`src/rtl/bcd_int.sv`:
```
// Iterative 4-digit BCD to 14-bit binary converter (reverse double-dabble, one bit per clock).
// Define BCD_INT_CHECK_EN to reject non-decimal digits; otherwise such digits are clamped to 9.
module bcd_int (
    input  logic        clk,
    input  logic        rst,
    input  logic [15:0] bcd,
    input  logic        convert,
    output logic [13:0] num,
    output logic        conv_done,
    output logic        error,
    output logic        busy
);

    typedef enum logic {IDLE, CONV} state_t;

    state_t      state_q, state_d;
    logic [29:0] sr_q, sr_d;
    logic [29:0] t;
    logic [3:0]  i_q, i_d;
    logic [13:0] num_q, num_d;
    logic        done_q, done_d;
    logic        err_q, err_d;
    logic [15:0] bcd_acc;

`ifdef BCD_INT_CHECK_EN
    logic bcd_bad;

    always_comb begin
        bcd_bad = 1'b0;
        for (int k = 0; k < 4; k++) begin
            if (bcd[4*k +: 4] > 4'd9) bcd_bad = 1'b1;
        end
        bcd_acc = bcd;
    end
`else
    always_comb begin
        bcd_acc = bcd;
        for (int k = 0; k < 4; k++) begin
            if (bcd[4*k +: 4] > 4'd9) bcd_acc[4*k +: 4] = 4'd9;
        end
    end
`endif

    // A digit LSB shifted into the digit below lands with weight 8 but means 5, hence -3.
    always_comb begin
        t = sr_q >> 1;
        for (int k = 0; k < 4; k++) begin
            if (t[14 + 4*k + 3]) t[14 + 4*k +: 4] = t[14 + 4*k +: 4] - 4'd3;
        end
    end

    always_comb begin
        state_d = state_q;
        sr_d    = sr_q;
        i_d     = i_q;
        num_d   = num_q;
        done_d  = 1'b0;
        err_d   = err_q;
        case (state_q)
            IDLE: begin
                if (convert) begin
`ifdef BCD_INT_CHECK_EN
                    if (bcd_bad) begin
                        done_d = 1'b1;
                        err_d  = 1'b1;
                    end else begin
                        sr_d    = {bcd_acc, 14'b0};
                        i_d     = 4'd0;
                        state_d = CONV;
                    end
`else
                    sr_d    = {bcd_acc, 14'b0};
                    i_d     = 4'd0;
                    state_d = CONV;
`endif
                end
            end
            CONV: begin
                sr_d = t;
                i_d  = i_q + 4'd1;
                if (i_q == 4'd13) begin
                    num_d   = t[13:0];
                    done_d  = 1'b1;
                    err_d   = 1'b0;
                    state_d = IDLE;
                end
            end
            default: state_d = IDLE;
        endcase
    end

    always_ff @(posedge clk) begin
        if (rst) begin
            state_q <= IDLE;
            sr_q    <= '0;
            i_q     <= '0;
            num_q   <= '0;
            done_q  <= 1'b0;
            err_q   <= 1'b0;
        end else begin
            state_q <= state_d;
            sr_q    <= sr_d;
            i_q     <= i_d;
            num_q   <= num_d;
            done_q  <= done_d;
            err_q   <= err_d;
        end
    end

    assign num       = num_q;
    assign conv_done = done_q;
    assign error     = err_q;
    assign busy      = (state_q == CONV);

endmodule

```
`config.mk`:
```
export PLATFORM = sky130hd
export DESIGN_NAME = bcd_int
export DESIGN_NICKNAME = d
export VERILOG_FILES = /design/src/rtl/bcd_int.sv
export SDC_FILE = /design/constraint.sdc
export NUM_CORES = 1
export LEC_CHECK = 0
export CAP_MARGIN = 20
export CORE_ASPECT_RATIO = 1.4
export CORE_MARGIN = 5
export CORE_UTILIZATION = 37
export DETAILED_ROUTE_END_ITERATION = 10
export PLACE_DENSITY = 0.64
export SKIP_LAST_GASP = 1
export SLEW_MARGIN = 10
export SYNTH_ARGS = -nofsm -noshare
export SYNTH_HDL_FRONTEND = slang
export SYNTH_SLANG_ARGS = --single-unit
```
`constraint.sdc`:
```
create_clock -name clk -period 2.1 [get_ports clk]
set_input_delay 0.42 -clock clk [delete_from_list [all_inputs] [get_ports clk]]
set_output_delay 0.42 -clock clk [all_outputs]
set_load 0.05 [all_outputs]
```
## Word-level counts from Yosys, hierarchy flattened

Cells that the tools add are included.

- Flip-flop bits (word level): 50
- Bits of input ports: 19
- Logic and storage cells: 33

- Add/sub/neg operators: 4
- Magnitude comparators: 4
- Equal/unequal tests: 2
- Mux-type cells: 15
- Bitwise gates (word level): 1
- Reductions and logical operators: 2

Operators with widths:

| operator | count |
|---|---|
| one-hot mux 30 bit (2 select lines) | 1 |
| two-way mux 4 bit | 8 |
| two-way mux 30 bit | 1 |
| > comparator 4 bit (second input constant) | 4 |
| subtractor 4 x 2 -> 4 bit (second input constant) | 3 |
| one-hot mux 4 bit (2 select lines) | 1 |
| adder 4 x 1 -> 4 bit (second input constant) | 1 |
| equality test 4 bit (second input constant) | 1 |
| two-way mux 1 bit | 3 |
| != test 2 bit (second input constant) | 1 |
| one-hot mux 1 bit (2 select lines) | 1 |
| AND reduction 2 bit | 1 |
| OR reduction 2 bit | 1 |
| inverter 1 bit | 1 |

## Depth between registers and ports, before layout

Gate-level depths: netlist of run 1.

- Depth in word-level cells: 4
- Depth in mapped cells: 6

## Worst setup path before layout of run 1

No wires, ideal clock.

- Path kind: register -> register
- Start: reg state_q (netlist: busy)
- End: reg num_q[10] (netlist: num[10])
- Setup time: 0.117 ns
- Arrival: 1.453 ns
- Data required time: 1.983 ns
- Slack: 0.531 ns
- Stages on the path, launching flop included: 6
- Cell sequence: dfxtp_1 > buf_4 > nand4_4 > nor2b_4 > buf_6 > a22o_1

- Longest elaborated chain between the ends: 1

RTL lines:

| element | line | RTL |
|---|---|---|
| from (decl) | 16 | `state_t state_q, state_d;` |
| from (signal assigned) | 101 | `state_q <= state_d;` |
| AND reduction 2 bit (no source line) | -- |  |
| to (signal assigned) | 104 | `num_q <= num_d;` |
| to (decl) | 20 | `logic [13:0] num_q, num_d;` |

No other way between the ends.
A chain may end at the register's enable or synchronous reset.

## Worst setup path in the final report of run 1

- Start: reg num_q[10] (netlist: num[10])
- End: out num[10]

RTL lines:

| element | line | RTL |
|---|---|---|
| to (decl) | 8 | `output logic [13:0] num,` |

No word-level cell between the ends.

==> results of run 1 <==
## final cells by class
class / count / area (um^2) / share of cell area (%)
Multi-Input combinational cell: 147 / 1040 / 39.7
Timing Repair Buffer: 42 / 410 / 15.6
Clock inverter: 2 / 15.0 / 0.571
Inverter: 5 / 18.8 / 0.714
Sequential cell: 49 / 982 / 37.3
Clock buffer: 6 / 72.6 / 2.76
Tap cell: 70 / 87.6 / 3.33
## metrics by stage
stage               area (um^2)  setup WS (ps)  total power, mW
floorplan                  2180            531             1.17
global placement           2540            379             1.24
detailed placement         2540            360             1.24
CTS                        2630            195             1.79
global route               2630            157             1.85
finish                     2630            217             1.77
## cells by family after synthesis
family          after synthesis
simple gates                 65
mux                           8
other cells                   1
compound gates               62
buf+inv                      25
xor+xnor                      6
flops                        49
fa+ha+maj                     5
## power by group through the flow
stage                     Combinational, mW  Sequential (mW)  Clock, mW
after detailed placement              0.222             1.02          0
final                                 0.220            0.999      0.548
after global routing                  0.244             1.00      0.603
after floorplan                       0.162             1.01          0
after global placement                0.218             1.02          0
after CTS                             0.223            0.999      0.568
## cells in the mapped netlist
cell	instances	area share, %
nand3_1	1	0.23
o22a_1	3	1.2
nand3b_1	9	3.1
nand2b_1	1	0.29
a221oi_1	8	3.2
nor2_1	19	3.3
nor2b_4	1	0.63
conb_1	1	0.17
ha_1	5	2.9
nor2b_1	2	0.57
inv_1	4	0.69
nand4b_1	1	0.40
dfxtp_1	49	45
a311oi_1	1	0.40
and2b_1	3	1.0
o31a_1	1	0.40
nand4_4	1	0.98
mux2i_1	8	3.7
buf_6	3	1.6
buf_2	7	1.6
inv_2	1	0.17
nor2_4	1	0.52
a2111oi_1	4	1.8
o21ai_0	5	1.1
buf_4	7	2.4
a21oi_1	26	6.0
a22o_1	14	5.6
nor3_1	5	1.1
clkbuf_1	3	0.52
xnor2_1	6	2.4
nor3b_1	13	4.5
nand2_1	4	0.69
nor4b_1	4	1.6
## worst register-to-register path: stages (launching register included)
cell and delay [ps]:
dfxtp_1 380, inv_1 70, ha_1 210, nand4_4 120
nor2b_4 350, a22o_1 200
## layer usage
metal,vias to the layer above,track usage (%)
met5,-,0
met1,774,14.6
li1,860,-
met3,5,2.79
met2,33,20.6
met4,0,4.11
## flip-flops by register name, summed over array words and instances (netlist names)
register / cells
num: 14
i_q: 4
busy: 1
sr_q: 29
conv_done: 1
## final timing paths
kind / depth (start not counted) / startpoint / end
worst max-delay path: 1 / num[10] / num[10]
worst min-delay path: 2 / sr_q[28] / sr_q[27]
worst max register to register: 5 / i_q[1] / num[7]
worst min register to register: 2 / sr_q[28] / sr_q[27]
==> flow_metrics.tcl, run 1 <==
set metrics [dict create \
    overflow 0 \
    antenna_found_initial 0 \
    gp_congestion 0.773 \
    worstSetupPathType "reg2out" \
    crit_chain "clkdlybuf4s50_1" \
    placedCellCount 313 \
    netlist_instances 221 \
    ys_seq_area_share_pct 45.1 \
    initialDrtViolationCount 81 \
    p_switching_uw 460 \
    synth_area_per_cell_um2 9.85 \
    synth-xor-area-share_pct 2.42 \
    maxCapViolCount 0 \
    grt_use_total_pct 12.1 \
    post_drt_wl_per_cell_um 13.2 \
    cts.sinks 49 \
    dieWidth_um 74.8 \
    postCtsSetupBuffers 0 \
    cts.clk_slew.worst_paths_ps 90 \
    num_io_pins 36 \
    wl_met2_mm 2.03 \
    area_growth_pct 20.9 \
    crit_path_max_fanout 2 \
    finalMaxSlewViolations 0 \
    leakagePower_nw 0.933 \
    hold_viol_final 0 \
    hold_buffers 0 \
    seq_power_share_pct 56.5 \
    nNetsFinal 274 \
    root_buffer "clkbuf_8" \
    ant_nets 0 \
    die_area_mm2 0.00754 \
    fin_util_pct 45.5 \
    rrSetupSlack_ps 730 \
    syn-cell-area_mm2 0.00218 \
    m1WireLength_mm 1.93 \
    ir_worst_vdd_v 0.000380 \
    cp.required_ps 1680 \
    highest_layer "met4" \
    critPathSlowestCell "clkdlybuf4s50_1" \
    comb_power_share_pct 12.4 \
    clockBufferDepth 2 \
    initial_core_util_pct 37.6 \
    placementRows 33 \
    yosys.area_share.simple_pct 19.0 \
    cts-resized-gates 0 \
    pwr-share-clk_pct 31.0 \
    hp-class "reg2reg" \
    rsz0062_at_grt "no" \
    core-area_mm2 0.00578 \
    h-tree-depth 2 \
    mostFrequentLayoutCell "dfxtp_1" \
    ys_seq_elements 49 \
    final_cells 321 \
    cts_buffers 5 \
    critPathMaxStageDelay_ps 810 \
    dr.pass1.iters 6 \
    crit_path_end_kind "primary output" \
    synth-compound-area-share_pct 19.8 \
    fin_skew_ps 8.06 \
    final_cell_mix "dfxtp_1 (48), clkdlybuf4s50_1 (33), a21oi_1 (26), nor2_1 (19), a22o_1 (14)" \
    antennaDiodeCount 0 \
    path_delay_family "buffers and inverters" \
    cts_tree "built" \
    fillers 583 \
    p_int_mw 1.31 \
    critPathBufInv 1 \
    grt_pass1_wl_mm 7.28 \
    drc 0 \
    finalCritPeriodShare_pct 89.6 \
    ys_warn_count 0 \
    synth_mux_area_share_pct 3.68 \
    relSlewSlack_pct 66.8 \
    grt_pass1_vias 1605 \
    dp_hpwl_mm 3.05 \
    cp-start-kind "flip-flop" \
    dr_wl_met3_um 206 \
    sw_frac_of_total_pct 26.1 \
    status "completed" \
    synth_nets 245 \
    vias 1672 \
    die_h_um 101 \
    routed_wl_mm 4.24 \
    clock.fmax_mhz 531 \
    synthDistinctLibCells 33 \
    vias_per_cell 5.21 \
    grt_start_max_net_pins 32 \
    worst_slew_pin_slew_ps 496 \
    fin_setup_tns_ps 0 \
    setup_violations 0 \
    crit_arrival_ps 1460 \
    p_per_area_mw_per_mm2 672 \
    min_period_ps 1880 \
    drive_gt1_share_pct 8.37 \
    port-buffer-count 34 \
    synth_top_family_by_area "compound AO/OA/AOI/OAI gates" \
    hold_slack_ps 475 \
    synth_fa_ha_area_share_pct 2.88 \
    clk_latency_ps 300 \
]
Note: power is estimated with default switching activity, not from simulation.
==> inputs of run 2 (changes only) <==
CAP_MARGIN = 15   (was 20)
==> results of run 2 <==
No change in the layout: final DEF, timing and power equal those of run 1.
